<file path="config.mk">
export PLATFORM = sky130hd
export DESIGN_NAME = delay_line_prog
export DESIGN_NICKNAME = d
export VERILOG_FILES = /design/src/rtl/delay_pkg.sv /design/src/rtl/delay_tap.sv /design/src/rtl/delay_line_prog.sv
export SDC_FILE = /design/constraint.sdc
export NUM_CORES = 1
export LEC_CHECK = 0
export CAP_MARGIN = 25
export CORE_UTILIZATION = 58
export CTS_CLUSTER_DIAMETER = 200
export DETAILED_ROUTE_END_ITERATION = 8
export PLACE_DENSITY = 0.85
export SLEW_MARGIN = 20
export SYNTH_ARGS = -nofsm -noshare
export SYNTH_HDL_FRONTEND = slang
export SYNTH_SLANG_ARGS = --single-unit
</file>
<file path="constraint.sdc">
create_clock -name clk -period 5.7 [get_ports clk]
set_input_delay 0.855 -clock clk [delete_from_list [all_inputs] [get_ports clk]]
set_output_delay 0.855 -clock clk [all_outputs]
set_load 0.005 [all_outputs]
</file>
<file path="src/rtl/delay_pkg.sv">
// Shared defaults and width helper for the programmable handshake delay line.
package delay_pkg;

   localparam int unsigned NCH_DEF         = 4;
   localparam int unsigned MAX_DELAY_DEF   = 16;
   localparam int unsigned RESET_DELAY_DEF = 2;

   // Bits needed to index n items, never less than one.
   function automatic int unsigned clog2_min1(input int unsigned n);
      return (n <= 2) ? 1 : $clog2(n);
   endfunction

endpackage

</file>
<file path="src/rtl/delay_tap.sv">
// One delay channel: free-running shift register, programmable tap and idle detect.
module delay_tap
   import delay_pkg::*;
#(
   parameter int unsigned MAX_DELAY   = MAX_DELAY_DEF,
   parameter int unsigned RESET_DELAY = RESET_DELAY_DEF,
   parameter int unsigned DW          = clog2_min1(MAX_DELAY + 1)
) (
   input  logic          clk,
   input  logic          rst,
   input  logic          din,
   input  logic          wr_en,
   input  logic [DW-1:0] wr_delay,
   output logic          dout,
   output logic          idle,
   output logic [DW-1:0] delay
);

   localparam logic [DW-1:0] MAX_D = DW'(MAX_DELAY);
   localparam logic [DW-1:0] RST_D = DW'(RESET_DELAY);

   logic [MAX_DELAY-1:0] sr;
   logic [MAX_DELAY:0]   taps;

   // taps[0] is the live input, taps[k] is stage k.
   assign taps = {sr, din};

   always_ff @(posedge clk) begin
      if (rst) begin
         sr    <= '0;
         delay <= RST_D;
      end else begin
         sr <= taps[MAX_DELAY-1:0];
         if (wr_en) begin
            delay <= (wr_delay > MAX_D) ? MAX_D : wr_delay;
         end
      end
   end

   assign dout = taps[delay];
   assign idle = (sr == {MAX_DELAY{din}});

endmodule

</file>
<file path="src/rtl/delay_line_prog.sv">
// Multi-channel programmable delay line for bundled-data req/ack wires.
module delay_line_prog
   import delay_pkg::*;
#(
   parameter  int unsigned NCH         = NCH_DEF,
   parameter  int unsigned MAX_DELAY   = MAX_DELAY_DEF,
   parameter  int unsigned RESET_DELAY = RESET_DELAY_DEF,
   localparam int unsigned DW          = clog2_min1(MAX_DELAY + 1),
   localparam int unsigned CW          = clog2_min1(NCH)
) (
   input  logic            clk,
   input  logic            rst,
   input  logic [NCH-1:0]  din,
   output logic [NCH-1:0]  dout,
   input  logic            cfg_valid,
   output logic            cfg_ready,
   input  logic [CW-1:0]   cfg_ch,
   input  logic [DW-1:0]   cfg_delay,
   output logic            cfg_err,
   output logic [NCH-1:0]  ch_idle,
   output logic [NCH*DW-1:0] delay_rd
);

   localparam int unsigned NSLOT = 1 << CW;

   logic             ch_ok;
   logic             accept;
   logic [NSLOT-1:0] idle_pad;

   // Every encodable index is a real channel when NCH fills the index space.
   if (NSLOT == NCH) begin : g_full
      assign ch_ok = 1'b1;
   end else begin : g_part
      assign ch_ok = (cfg_ch < CW'(NCH));
   end

   assign idle_pad  = NSLOT'(ch_idle);
   assign cfg_ready = ch_ok ? idle_pad[cfg_ch] : 1'b1;
   assign accept    = cfg_valid & cfg_ready;

   always_ff @(posedge clk) begin
      if (rst) begin
         cfg_err <= 1'b0;
      end else begin
         cfg_err <= cfg_valid & ~ch_ok;
      end
   end

   for (genvar c = 0; c < NCH; c++) begin : g_ch
      logic wr_en;
      assign wr_en = accept & ch_ok & (cfg_ch == CW'(c));

      delay_tap #(
         .MAX_DELAY   (MAX_DELAY),
         .RESET_DELAY (RESET_DELAY),
         .DW          (DW)
      ) u_tap (
         .clk      (clk),
         .rst      (rst),
         .din      (din[c]),
         .wr_en    (wr_en),
         .wr_delay (cfg_delay),
         .dout     (dout[c]),
         .idle     (ch_idle[c]),
         .delay    (delay_rd[c*DW +: DW])
      );
   end

endmodule

</file>
; Word level (Yosys, flattened, before mapping)
; Index checks and enable logic that the tools add are counted.
; Widths: inputs -> output; s select.
[word_totals]
register_bits = 84
latch_bits = 0
ram_bits = 0
romBits = 0
output_inout_bits = 30
wordCells = 38
n_memories = 0
[op_classes]
n_addsub = 0
multipliers = 0
div_mod_pow = 0
n_lt_le_gt_ge = 6
eq_ne = 7
n_shift = 0
muxes = 11
bitwise_logic = 5
reduce_logical = 1
[ops]
columns = cell, n
row1 = $eq 16x16->1, 4
row2 = $lt 5x6->1 const B, 4
row3 = $bmux 1 s5, 4
row4 = $and 1x1->1, 5
row5 = $gt 5x5->1 const B, 1
row6 = $mux 1, 5
row7 = $mux 5, 1
row8 = $eq 2x2->1 const B, 2
row9 = $lt 2x3->1 const B, 1
row10 = $bmux 1 s2, 1
row11 = $eq 2x1->1 const B, 1
row12 = $logic_not 2->1, 1

; Longest topological paths before layout
[logic_depth]
ltp_word = 5
depth_mapped = 6
ltp_nobuf = 4

; Hierarchy
; A second synthesis with hierarchy kept.
[unflattened]
cells_unflattened = 363
hier_area_um2 = 3557.2
[modules_own_cells]
columns = module, n_inst, cells_per_inst, area_per_inst_um2, seq_area_each_um2
row1 = delay_tap, 4, 89, 869.6, 420.4
row2 = delay_line_prog, 1, 7, 78.8, 0.0

; Worst setup path after synthesis
; No wires, ideal clock.
[synth_timing]
path_type = in2out
from = in din[0]
to = out dout[0]
arrival_time_ps = 2012
t_required_ps = 4845
setup_slack_ps = 2833
path_stages = 5
cell_sequence = mux4_1 -> mux4_2 -> nor2_1 -> a21oi_1 -> buf_4
[synth_between]
elab_chain_len = 2
[synth_lines]
columns = item, line
row1 = "start, declared", delay_line_prog.sv:13  ; input logic [NCH-1:0] din,
row2 = $bmux 1 s5, delay_tap.sv:40  ; assign dout = taps[delay];
row3 = $mux 1 (implied by the code), delay_tap.sv:40
row4 = "end, declared", delay_line_prog.sv:14  ; output logic [NCH-1:0] dout,
; Every way passes these cells. The select of a mux whose other input is x is not followed.

; Worst setup path in the final report
; Ends and elaborated chain as after synthesis.

==> results.toml <==
[outcome]
status = "complete, no violations"

[power_and_ir_drop]
clock_power_share = 0.428
power.switching_mw = 0.246
p_int_mw = 0.916
power_density_nw_per_um2 = 272
comb_power_share = 0.057
seq_power_share = 0.515
power.total_mw = 1.16
vdd.ir_drop.worst_mv = 0.215
leakage_nw = 1.64
sw_frac_of_total = 0.212

[sta]
final-max-slew-violation-count = 0
max-slew-margin-rel = 0.544
grt_setup_unrepaired = "no"
worst_tran_pin_value_ps = 684
fin_skew_ps = 4.46
hold_slack_ps = 497
finalCriticalPeriod_ps = 3790
max_freq_mhz = 264
timing.setup.tns_ps = 0
timing.final.hold_violations = 0
post-route-period-util = 0.665
setup_viol = 0

[layout]
drive_above_1_share = 0.152
area_used_by_sequential_logic_in_the_layout_um2 = 1680
n_fill_cell = 441
post-route-cell-area_um2 = 4270
finish.cell_count_without_fillers = 436
num-nets-final = 370
flow.area_growth_from_synthesis_pct = 17.5
area_used_by_multi_input_combinational_logic_um2 = 1820
num_antenna_cells = 0

[floorplanning]
starting_density = 0.606
std_cell_rows = 28
die_width_um = 81.1
core_um2 = 5990
die-height_um = 81.1
fp.dieArea_um2 = 6580
pin_count = 44

[clock_network]
tritoncts = "yes"
cts_bufs_inserted = 9
post_cts_resized = 0
htreeDepth = 3
clk_latency_ps = 350
cts_root_buf = "sky130_fd_sc_hd__clkbuf_8"
clock_sinks = 84
postCtsSetupRepairBufs = 0
number_of_buffers_added_to_fix_hold_violations_after_cts = 0
cts.clk_slew.worst_paths_ps = 80
max-clock-path-buffers = 2

[placement]
numPlacedInstances = 420
place.port_buffers = 42
place.detailed.hpwl_um = 5130
place.gp.congestion = 0.861
placed_area_um2 = 4030

[global_routing]
grt_pass1_wl_um = 11900
grt_pass1_vias = 2412
number_of_antenna_violations_at_the_first_check_in_global_routing = 0
overflow = 0
gr-usage-all-layers = 0.245
grt_start_max_net_pins = 71

[synthesis]
synth_largest_area_cell = "sky130_fd_sc_hd__dfxtp_1"
yosys.cell_count.top_type = "sky130_fd_sc_hd__dfxtp_1"
mappedNetlistArea_um2 = 3630
net_count_after_synthesis = 338
synth-seq-cells = 84
ys_seq_area_frac = 0.463
synthFlopType = "sky130_fd_sc_hd__dfxtp_1"
yosys.cell_types.count = 28
number_of_enable_type_register_cells_in_the_synthesized_netlist = 0
synth_cells = 324
netlist.area_leader.share = 0.463
synthesis.area_per_instance_um2 = 11.2
synthesis.yosys.warnings = 0
ys_top_cells_by_area = "sky130_fd_sc_hd__dfxtp_1 46%, sky130_fd_sc_hd__mux4_2 11%, sky130_fd_sc_hd__nor2b_1 11%, sky130_fd_sc_hd__mux2i_1 5.5%, sky130_fd_sc_hd__nand2_1 3.1%"
yosys-top-cells-count = "84 x sky130_fd_sc_hd__dfxtp_1, 64 x sky130_fd_sc_hd__nor2b_1, 30 x sky130_fd_sc_hd__nand2_1"
async_set_or_reset_register_ratio_after_synthesis = 0

[setup_path]
criticalPathCategory = "in -> out"
critPathRequiredTime_ps = 4850
r2r-start = "g_ch[2].u_tap.sr[10]$_SDFF_PP0_"
worstSetupStartpointType = "input pin"
cp-end-kind = "output pin"
cp.arrival_ps = 2930
crit_path_max_fanout = 6
worstSetupStartpoint = "din[0]"

[drt]
wire_per_inst_um = 16.8
detail_route.vias_per_cell = 5.91
dr_total_vias = 2577
totalWireLength_um = 7340
final_antenna_net_count = 0
drt-pass1-iter-count = 4
drt-initial-drc-count = 101
drcViolationCount = 0

[job]
cap_viol_max_count = 0

[worst_hold_path]
worst_hold_path_type = "reg -> reg"
holdCritStartpoint = "g_ch[2].u_tap.sr[9]$_SDFF_PP0_"
[state kept, by name (all words and copies together), names as in the netlist]
register / count
g_ch.u_tap.delay: 20
g_ch.u_tap.sr: 64
[per-layer routing]
metal,vias to the layer above,GRT usage,part of all wire
met5,-,0,0
met2,64,0.383,0.48
li1,1223,-,-
met3,16,0.0843,0.044
met1,1274,0.313,0.45
met4,0,0.0946,0.022
[power by group through the flow]
stage	registers (mW)	clock network, mW	logic [mW]
2_1_floorplan	0.610	0	0.0439
3_3_place_gp	0.612	0	0.0653
3_5_place_dp	0.612	0	0.0665
4_1_cts	0.598	0.505	0.0673
5_1_grt	0.600	0.531	0.0717
6_report	0.599	0.497	0.0664
[worst max-delay path, stage by stage]
cell,delay (ps)
sky130_fd_sc_hd__clkdlybuf4s50_1,480
sky130_fd_sc_hd__mux4_1,520
sky130_fd_sc_hd__mux4_2,460
sky130_fd_sc_hd__nor2_1,110
sky130_fd_sc_hd__a21oi_1,50
sky130_fd_sc_hd__clkdlybuf4s50_1,450
[layout by cell type, fill, tap and decap left out]
cell type | synthesis | layout
sky130_fd_sc_hd__bufinv_16 | 0 | 3
sky130_fd_sc_hd__clkdlybuf4s50_1 | 0 | 41
sky130_fd_sc_hd__nor4_2 | 3 | 3
sky130_fd_sc_hd__mux4_2 | 18 | 18
sky130_fd_sc_hd__nor3b_1 | 1 | 1
sky130_fd_sc_hd__buf_2 | 4 | 1
sky130_fd_sc_hd__inv_1 | 2 | 2
sky130_fd_sc_hd__clkinvlp_4 | 0 | 2
sky130_fd_sc_hd__o221ai_2 | 4 | 4
sky130_fd_sc_hd__nor4_4 | 5 | 5
sky130_fd_sc_hd__or3_1 | 8 | 8
sky130_fd_sc_hd__conb_1 | 1 | 1
sky130_fd_sc_hd__nor2_1 | 9 | 9
sky130_fd_sc_hd__nand3_1 | 11 | 11
sky130_fd_sc_hd__and3_1 | 1 | 1
sky130_fd_sc_hd__mux4_1 | 3 | 3
sky130_fd_sc_hd__and3b_1 | 1 | 1
sky130_fd_sc_hd__or4_4 | 4 | 4
sky130_fd_sc_hd__o22a_1 | 1 | 1
sky130_fd_sc_hd__nand2_1 | 30 | 30
sky130_fd_sc_hd__nor2b_1 | 64 | 64
sky130_fd_sc_hd__nand4_1 | 8 | 8
sky130_fd_sc_hd__nor4_1 | 4 | 4
sky130_fd_sc_hd__a21oi_1 | 5 | 5
sky130_fd_sc_hd__or4_1 | 4 | 4
sky130_fd_sc_hd__mux2i_1 | 20 | 20
sky130_fd_sc_hd__clkbuf_8 | 0 | 9
sky130_fd_sc_hd__dfxtp_1 | 84 | 84
sky130_fd_sc_hd__clkinv_2 | 0 | 2
sky130_fd_sc_hd__buf_4 | 9 | 1
sky130_fd_sc_hd__nor3_1 | 8 | 8
sky130_fd_sc_hd__o22a_2 | 3 | 3
[cell families after synthesis]
logic type / count (synthesis) / synth area share
AO/OA/AOI/OAI: 13 / 0.0341
flip-flops: 84 / 0.463
AND/OR/NAND/NOR: 161 / 0.278
other: 1 / 0.00103
buffers and inverters: 24 / 0.0355
multiplexers: 41 / 0.188
[through the flow]
step / util / setup WS [ps]
2_1_floorplan: - / 2830
3_3_place_gp: 0.672 / 1940
3_5_place_dp: 0.672 / 1920
4_1_cts: 0.712 / 1900
5_1_grt: 0.712 / 1810
6_report: 0.712 / 1910
[path summary, 6_finish.rpt]
path	end	slack, ps	depth (start not counted)
worst max-delay path	dout[0]	1910	6
worst min-delay path	g_ch[2].u_tap.sr[10]$_SDFF_PP0_	500	1
worst max register to register	g_ch[2].u_tap.delay[3]$_SDFFE_PP0P_	3940	4
worst min register to register	g_ch[2].u_tap.sr[10]$_SDFF_PP0_	500	1
[layout make-up]
type                       count  area share
timing repair buffer          43      0.0991
sequential                    84       0.394
clock inverter                 7      0.0270
tap                           75      0.0220
clock buffer                   9      0.0290
multi-input combinational    216       0.427
inverter                       2     0.00176
Power figures use the tool's default switching activity.
==> RTL change 1: new RTL, same flow settings <==
Reset style: asynchronous (`rst`), changed in 2 clocked blocks.
--- a/src/rtl/delay_tap.sv
+++ b/src/rtl/delay_tap.sv
@@ -27,3 +27,3 @@
 
-   always_ff @(posedge clk) begin
+   always_ff @(posedge clk or posedge rst) begin
       if (rst) begin
--- a/src/rtl/delay_line_prog.sv
+++ b/src/rtl/delay_line_prog.sv
@@ -40,3 +40,3 @@
 
-   always_ff @(posedge clk) begin
+   always_ff @(posedge clk or posedge rst) begin
       if (rst) begin
Function: differs if rst is asserted again (counterexample within 4 cycles, from zero or initial values and one cycle with rst high); with rst held inactive, the same outputs for 10 cycles.
==> RTL change 1 against the original RTL <==
Total power about the same. Sequential cell count unchanged. Synthesized cell count is 23% lower. The flow now finishes with violations (DRC). Non-clock buffer count is the same. Synthesized area up 8.6%. Highest routed layer unchanged. Global-route usage down 1.7 points. Clock skew increased by 3.1 ps. Worst setup slack worse by 72 ps. Cell area rose by 7.0%. Final cell count down 15%. Wire length barely moved. Critical path type unchanged. Critical endpoint is now cfg_ready. Largest power group unchanged.
==> RTL change 1: results (changes against the original RTL) <==
[clocking]
numCtsBuffers = 9  ; unchanged
ctsLongestPathBuffers = 2  ; unchanged
clock_latency_ps = 360
post_cts_resized = 0  ; unchanged
cts_setup_buffers = 0  ; unchanged

[placed_design]
dp_cells = 356  ; was 420
dp_slack_ps = 1830  ; was 1920 ps
place_area_um2 = 4360  ; was 4030 um2
post-dp-hpwl_um = 5050  ; was 5130 um
gp_congestion = 0.803  ; was 0.861

[run]
cap_violations = 0  ; unchanged

[detailed_routing]
vias = 2313  ; was 2577
drt_iter0_markers = 158  ; was 101
routedWlPerCell_um = 19.7  ; was 16.8 um
drcViolationCount = 2  ; was 0
dr.pass1.iters = 6  ; was 4

[power_and_ir_drop]
ir_worst_vdd_mv = 0.223  ; was 0.215 mV
total_leakage_power_nw = 1.96  ; was 1.64 nW
swShare_pct = 23.4  ; was 21.2%

[cells_and_area]
final_nets = 304  ; was 370
regArea_um2 = 2110  ; was 1680 um2
fillers = 423  ; was 441
final_cells = 372  ; was 436
layout-drive-gt1-share_pct = 29.5  ; was 15.2%
largestRegisters = g_ch.u_tap.sr (64), g_ch.u_tap.delay (20)  ; unchanged

[outcome]
status = complete, but fails checks  ; was finished, final reports clean
violations = DRC

[synthesis]
synth.area.mux_share_pct = 18.5  ; was 18.8%
ys_async_sr_fraction_pct = 100  ; was 0%
synth_compound_area_share_pct = 6.72  ; was 3.41%
synthTopCellsByCount = 80 x dfrtp_1, 20 x mux2_4, 10 x nor2_1  ; was 84 x dfxtp_1, 64 x nor2b_1, 30 x nand2_1, 20 x mux2i_1, 18 x mux4_2
syn-num-nets = 263  ; was 338
avgSynthCellArea_um2 = 15.8  ; was 11.2 um2
ys_warn_count = 0  ; unchanged
synth.area.top_cells = dfrtp_1 51%, mux2_4 7.6%, mux4_1 5.3%, mux4_2 4.6%, nor4_4 4.3%  ; was dfxtp_1 46%, mux4_2 11%, nor2b_1 11%, mux2i_1 5.5%, nand2_1 3.1%
ys_seq_area_share_pct = 53.4  ; was 46.3%
synth.distinct_cells = 33  ; was 28

[global_route]
antenna_found_initial = 0  ; unchanged
grt_pass1_wl_um = 12300  ; was 11900 um
grt_usage_pct = 22.9  ; was 24.5%
grt_max_degree = 85  ; was 71
grt_pass1_vias = 2462  ; was 2412

[setup_path]
critPathTopFamily = buffers and inverters  ; was multiplexers
cpMaxStageDelayCell = or3_2  ; was mux4_1
cp_data_arrival_time_ps = 3010  ; was 2930 ps
crit_path_max_fanout = 6  ; unchanged
slowest_delay_ps = 540  ; was 520 ps

[worst_hold_path]
worstHoldPathType = reg -> reg  ; unchanged

[timing]
slew_headroom_pct = 52.2  ; was 54.4%
fin_skew_ps = 7.56  ; was 4.46 ps

==> RTL change 1: cell types whose count changed after synthesis, moves of 5 or more <==
cell | unedited run | this run
or3_1 | 8 | 3
nor2b_1 | 64 | 2
mux4_1 | 3 | 8
a21oi_1 | 5 | 0
mux2i_1 | 20 | 4
or3_2 | 0 | 5
dfxtp_1 | 84 | 0
mux4_2 | 18 | 8
clkbuf_1 | 9 | 0
nand2_1 | 30 | 9
dfrtp_1 | 0 | 80
mux2_4 | 0 | 20
nand2b_1 | 0 | 8
nor3_1 | 8 | 0
==> RTL change 1: worst reg2reg max path: cells and delay by family (launching register included) <==
kind	cells	cell delay, ps
AND/OR/NAND/NOR	2	900
multiplexers	1	330
AO/OA/AOI/OAI	1	210
flip-flops	1	410
==> RTL change 1: worst paths after layout <==
path / startpoint / to / cells after the start / slack, ps
setup / recovery: din[2] / cfg_ready / 6 / 1840
hold / removal: g_ch[2].u_tap.sr[8] / g_ch[2].u_tap.sr[9] / 0 / 420
setup reg to reg: g_ch[3].u_tap.sr[10] / g_ch[3].u_tap.delay[0] / 4 / 3730
hold reg to reg: g_ch[2].u_tap.sr[8] / g_ch[2].u_tap.sr[9] / 0 / 420
max in group asynchronous: rst / g_ch[2].u_tap.delay[0] / 3 / 4200
min in group asynchronous: rst / g_ch[1].u_tap.delay[2] / 3 / 1020
==> RTL change 1: cell families after synthesis <==
| family | count (synthesis) |
|---|---|
| flip-flops | 84 |
| other | 1 |
| AO/OA/AOI/OAI | 24 |
| buffers and inverters | 14 |
| multiplexers | 40 |
| AND/OR/NAND/NOR | 86 |
==> RTL change 1: cell type report <==
cell class | instances | area share (%)
clock buffers | 13 | 3.48
clock inverters | 3 | 0.987
inverters | 1 | 0.0822
multi-input cells | 151 | 37.7
flip-flops and latches | 84 | 46.2
well taps | 77 | 2.11
repair buffers | 43 | 9.46
==> RTL change 1: routing by layer <==
layer / routed length, um / up-vias / GRT usage, % / part of all wire (%)
met5: 0 / - / 0 / 0
met4: 81 / 0 / 7.40 / 1.1
met3: 343 / 7 / 6.88 / 4.7
met2: 3710 / 56 / 37.1 / 51
met1: 3200 / 1200 / 30.0 / 44
li1: - / 1050 / - / -
==> RTL change 1: power groups by stage <==
stage / logic, W / registers (W) / clock network [W]
2_1_floorplan: 0.0000548 / 0.000654 / 0
3_3_place_gp: 0.0000791 / 0.000661 / 0
3_5_place_dp: 0.0000807 / 0.000663 / 0
4_1_cts: 0.0000813 / 0.000652 / 0.000441
5_1_grt: 0.0000879 / 0.000656 / 0.000461
6_report: 0.0000801 / 0.000652 / 0.000431
==> RTL change 2: new RTL, config.mk and constraints unchanged <==
Without the edit above. The package constant `NCH_DEF` goes from 4 to 2.
--- a/src/rtl/delay_pkg.sv
+++ b/src/rtl/delay_pkg.sv
@@ -3,3 +3,3 @@
 
-   localparam int unsigned NCH_DEF         = 4;
+   localparam int unsigned NCH_DEF         = 2;
    localparam int unsigned MAX_DELAY_DEF   = 16;
Interface: changed (5 resized); port bits go from 44 to 27. The function was not compared with the original's and may differ.
==> RTL change 2 against the original RTL <==
Synthesized cell count down 49%. Core utilization shrank 0.22 points. Clock power decreased by 74%. Sequential power fell by 50%. Total power fell by 59%. Sequential cell count shrank 42. First-iteration DRC count is 20% lower. Fmax increased by 1.3%. Worst setup slack improved by 49 ps. Non-clock buffer count decreased by 17. Wire length is 53% lower. Critical endpoint is now dout[1]. Sequential share of layout area decreased by 0.63 points. Cell area down 49%. Synthesized area decreased by 48%.
==> RTL change 2: results (changes against the original RTL) <==
[outcome]
status = finished, final reports clean  ; unchanged

[placed_design]
dp_cells = 225  ; was 420
post-dp-hpwl_um = 2570  ; was 5130 um
gp_congestion = 0.772  ; was 0.861
numPortBuffers = 25  ; was 42

[cells_and_area]
final_nets = 199  ; was 370
layout-drive-gt1-share_pct = 13.3  ; was 15.2%
fillers = 236  ; was 441
top_register = g_ch.u_tap.sr  ; unchanged
largestRegisters = g_ch.u_tap.sr (32), g_ch.u_tap.delay (10)  ; was g_ch.u_tap.sr (64), g_ch.u_tap.delay (20)

[power_and_ir_drop]
total_leakage_power_nw = 0.831  ; was 1.64 nW
ir_worst_vdd_mv = 0.144  ; was 0.215 mV
swShare_pct = 22.1  ; was 21.2%

[global_route]
grt_pass1_wl_um = 5750  ; was 11900 um
grtUsageMet1_pct = 31.6  ; was 31.3%
grt_max_degree = 46  ; was 71
grt_usage_pct = 22.5  ; was 24.5%
met3_usage_pct = 4.40  ; was 8.43%
grt-ovfl-total = 0  ; unchanged
grt_pass1_vias = 1231  ; was 2412
globalRouteMet2Util_pct = 32.5  ; was 38.3%

[timing]
finalSetupViolations = 0  ; unchanged
fin_skew_ps = 6.20  ; was 4.46 ps

[synthesis]
synthAdderAreaFrac_pct = 0  ; unchanged
synth.area.mux_share_pct = 18.3  ; was 18.8%
synth_compound_area_share_pct = 3.33  ; was 3.41%
ys_seq_area_share_pct = 44.8  ; was 46.3%
ys_async_sr_fraction_pct = 0  ; unchanged
syn-num-nets = 177  ; was 338
synthTopCellsByCount = 42 x dfxtp_1, 33 x nor2b_1, 10 x mux2i_1, 9 x nand2_1, 9 x nand2b_1  ; was 84 x dfxtp_1, 64 x nor2b_1, 30 x nand2_1, 20 x mux2i_1, 18 x mux4_2
synth.distinct_cells = 26  ; was 28
synth.area.top_cells = dfxtp_1 45%, nor2b_1 11%, mux4_2 9.6%, mux2i_1 5.3%, nor4_4 4.5%  ; was dfxtp_1 46%, mux4_2 11%, nor2b_1 11%, mux2i_1 5.5%, nand2_1 3.1%
synth_xor_area_share_pct = 0  ; unchanged
syn-instance-count = 166  ; was 324
ys_warn_count = 0  ; unchanged

[detailed_routing]
via_per_inst = 5.58  ; was 5.91
dr.pass1.iters = 4  ; unchanged
vias = 1294  ; was 2577
drt_iter0_markers = 81  ; was 101
routedWlPerCell_um = 14.9  ; was 16.8 um

[clocking]
htreeDepth = 2  ; was 3
clockRootBuffer = clkbuf_4  ; was clkbuf_8
cts_setup_buffers = 0  ; unchanged
clk_pin_slew_ps = 110  ; was 80 ps
numCtsBuffers = 5  ; was 9
post_cts_resized = 0  ; unchanged
clock_latency_ps = 330  ; was 350 ps
ctsLongestPathBuffers = 2  ; unchanged

[setup_path]
crit_path_max_fanout = 6  ; unchanged
cp_data_arrival_time_ps = 2890  ; was 2930 ps

RTL change 2: cell types whose count changed after synthesis, sizes merged, moves of 7 or more:
cell,change
mux4,-11
nand2b,+9
nor2b,-31
nand3,-7
dfxtp,-42
mux2i,-10
nand2,-21
RTL change 2: power groups by stage:
stage | Clock [W] | Sequential, W | Combinational, W
4_1_cts | 0.000135 | 0.000300 | 0.0000409
5_1_grt | 0.000147 | 0.000301 | 0.0000439
6_report | 0.000130 | 0.000300 | 0.0000406
2_1_floorplan | 0 | 0.000306 | 0.0000258
3_5_place_dp | 0 | 0.000307 | 0.0000407
3_3_place_gp | 0 | 0.000307 | 0.0000399
RTL change 2: layout make-up:
type / count / share of cell area, %
timing repair buffer: 26 / 11.9
multi-input combinational: 112 / 44.5
inverter: 1 / 0.173
tap: 44 / 2.54
sequential: 42 / 38.8
clock buffer: 7 / 2.08
RTL change 2: final timing paths:
path,from,end,depth (start not counted),slack [ps]
min,g_ch[1].u_tap.sr[8],g_ch[1].u_tap.sr[9],1,490
max reg2reg,g_ch[1].u_tap.sr[2],g_ch[1].u_tap.delay[2],4,3930
max,din[1],dout[1],6,1960
min reg2reg,g_ch[1].u_tap.sr[8],g_ch[1].u_tap.sr[9],1,490
RTL change 2: logic make-up (layout without fill, tap and decap cells):
kind of cell           Yosys count  in the layout
AND/OR/NAND/NOR                 83             83
flip-flops                      42             42
multiplexers                    21             21
buffers and inverters           12             34
AO/OA/AOI/OAI                    7              7
other                            1              1
RTL change 2: stage by stage:
| stage | hold WS [ps] | total power [W] | instance area [um2] | setup WS [ps] |
|---|---|---|---|---|
| after floorplan | 464 | 0.000332 | 1880 | 2860 |
| after global placement | 474 | 0.000347 | 2120 | 1980 |
| after detailed placement | 480 | 0.000348 | 2120 | 1950 |
| after CTS | 494 | 0.000476 | 2170 | 1960 |
| after global routing | 514 | 0.000492 | 2170 | 1860 |
| final | 493 | 0.000471 | 2170 | 1960 |
RTL change 2: critical path, cell delays in order:
cell and delay, ps:
clkdlybuf4s50_1 490, mux4_2 480, mux4_2 460, nor2_1 100, a21oi_1 50, clkdlybuf4s50_1 440
RTL change 2: per-layer routing:
| layer | up-vias | wire length, um |
|---|---|---|
| met2 | 39 | 1570 |
| met3 | 7 | 161 |
| met1 | 616 | 1660 |
| li1 | 632 | - |
| met5 | - | 0 |
| met4 | 0 | 64 |
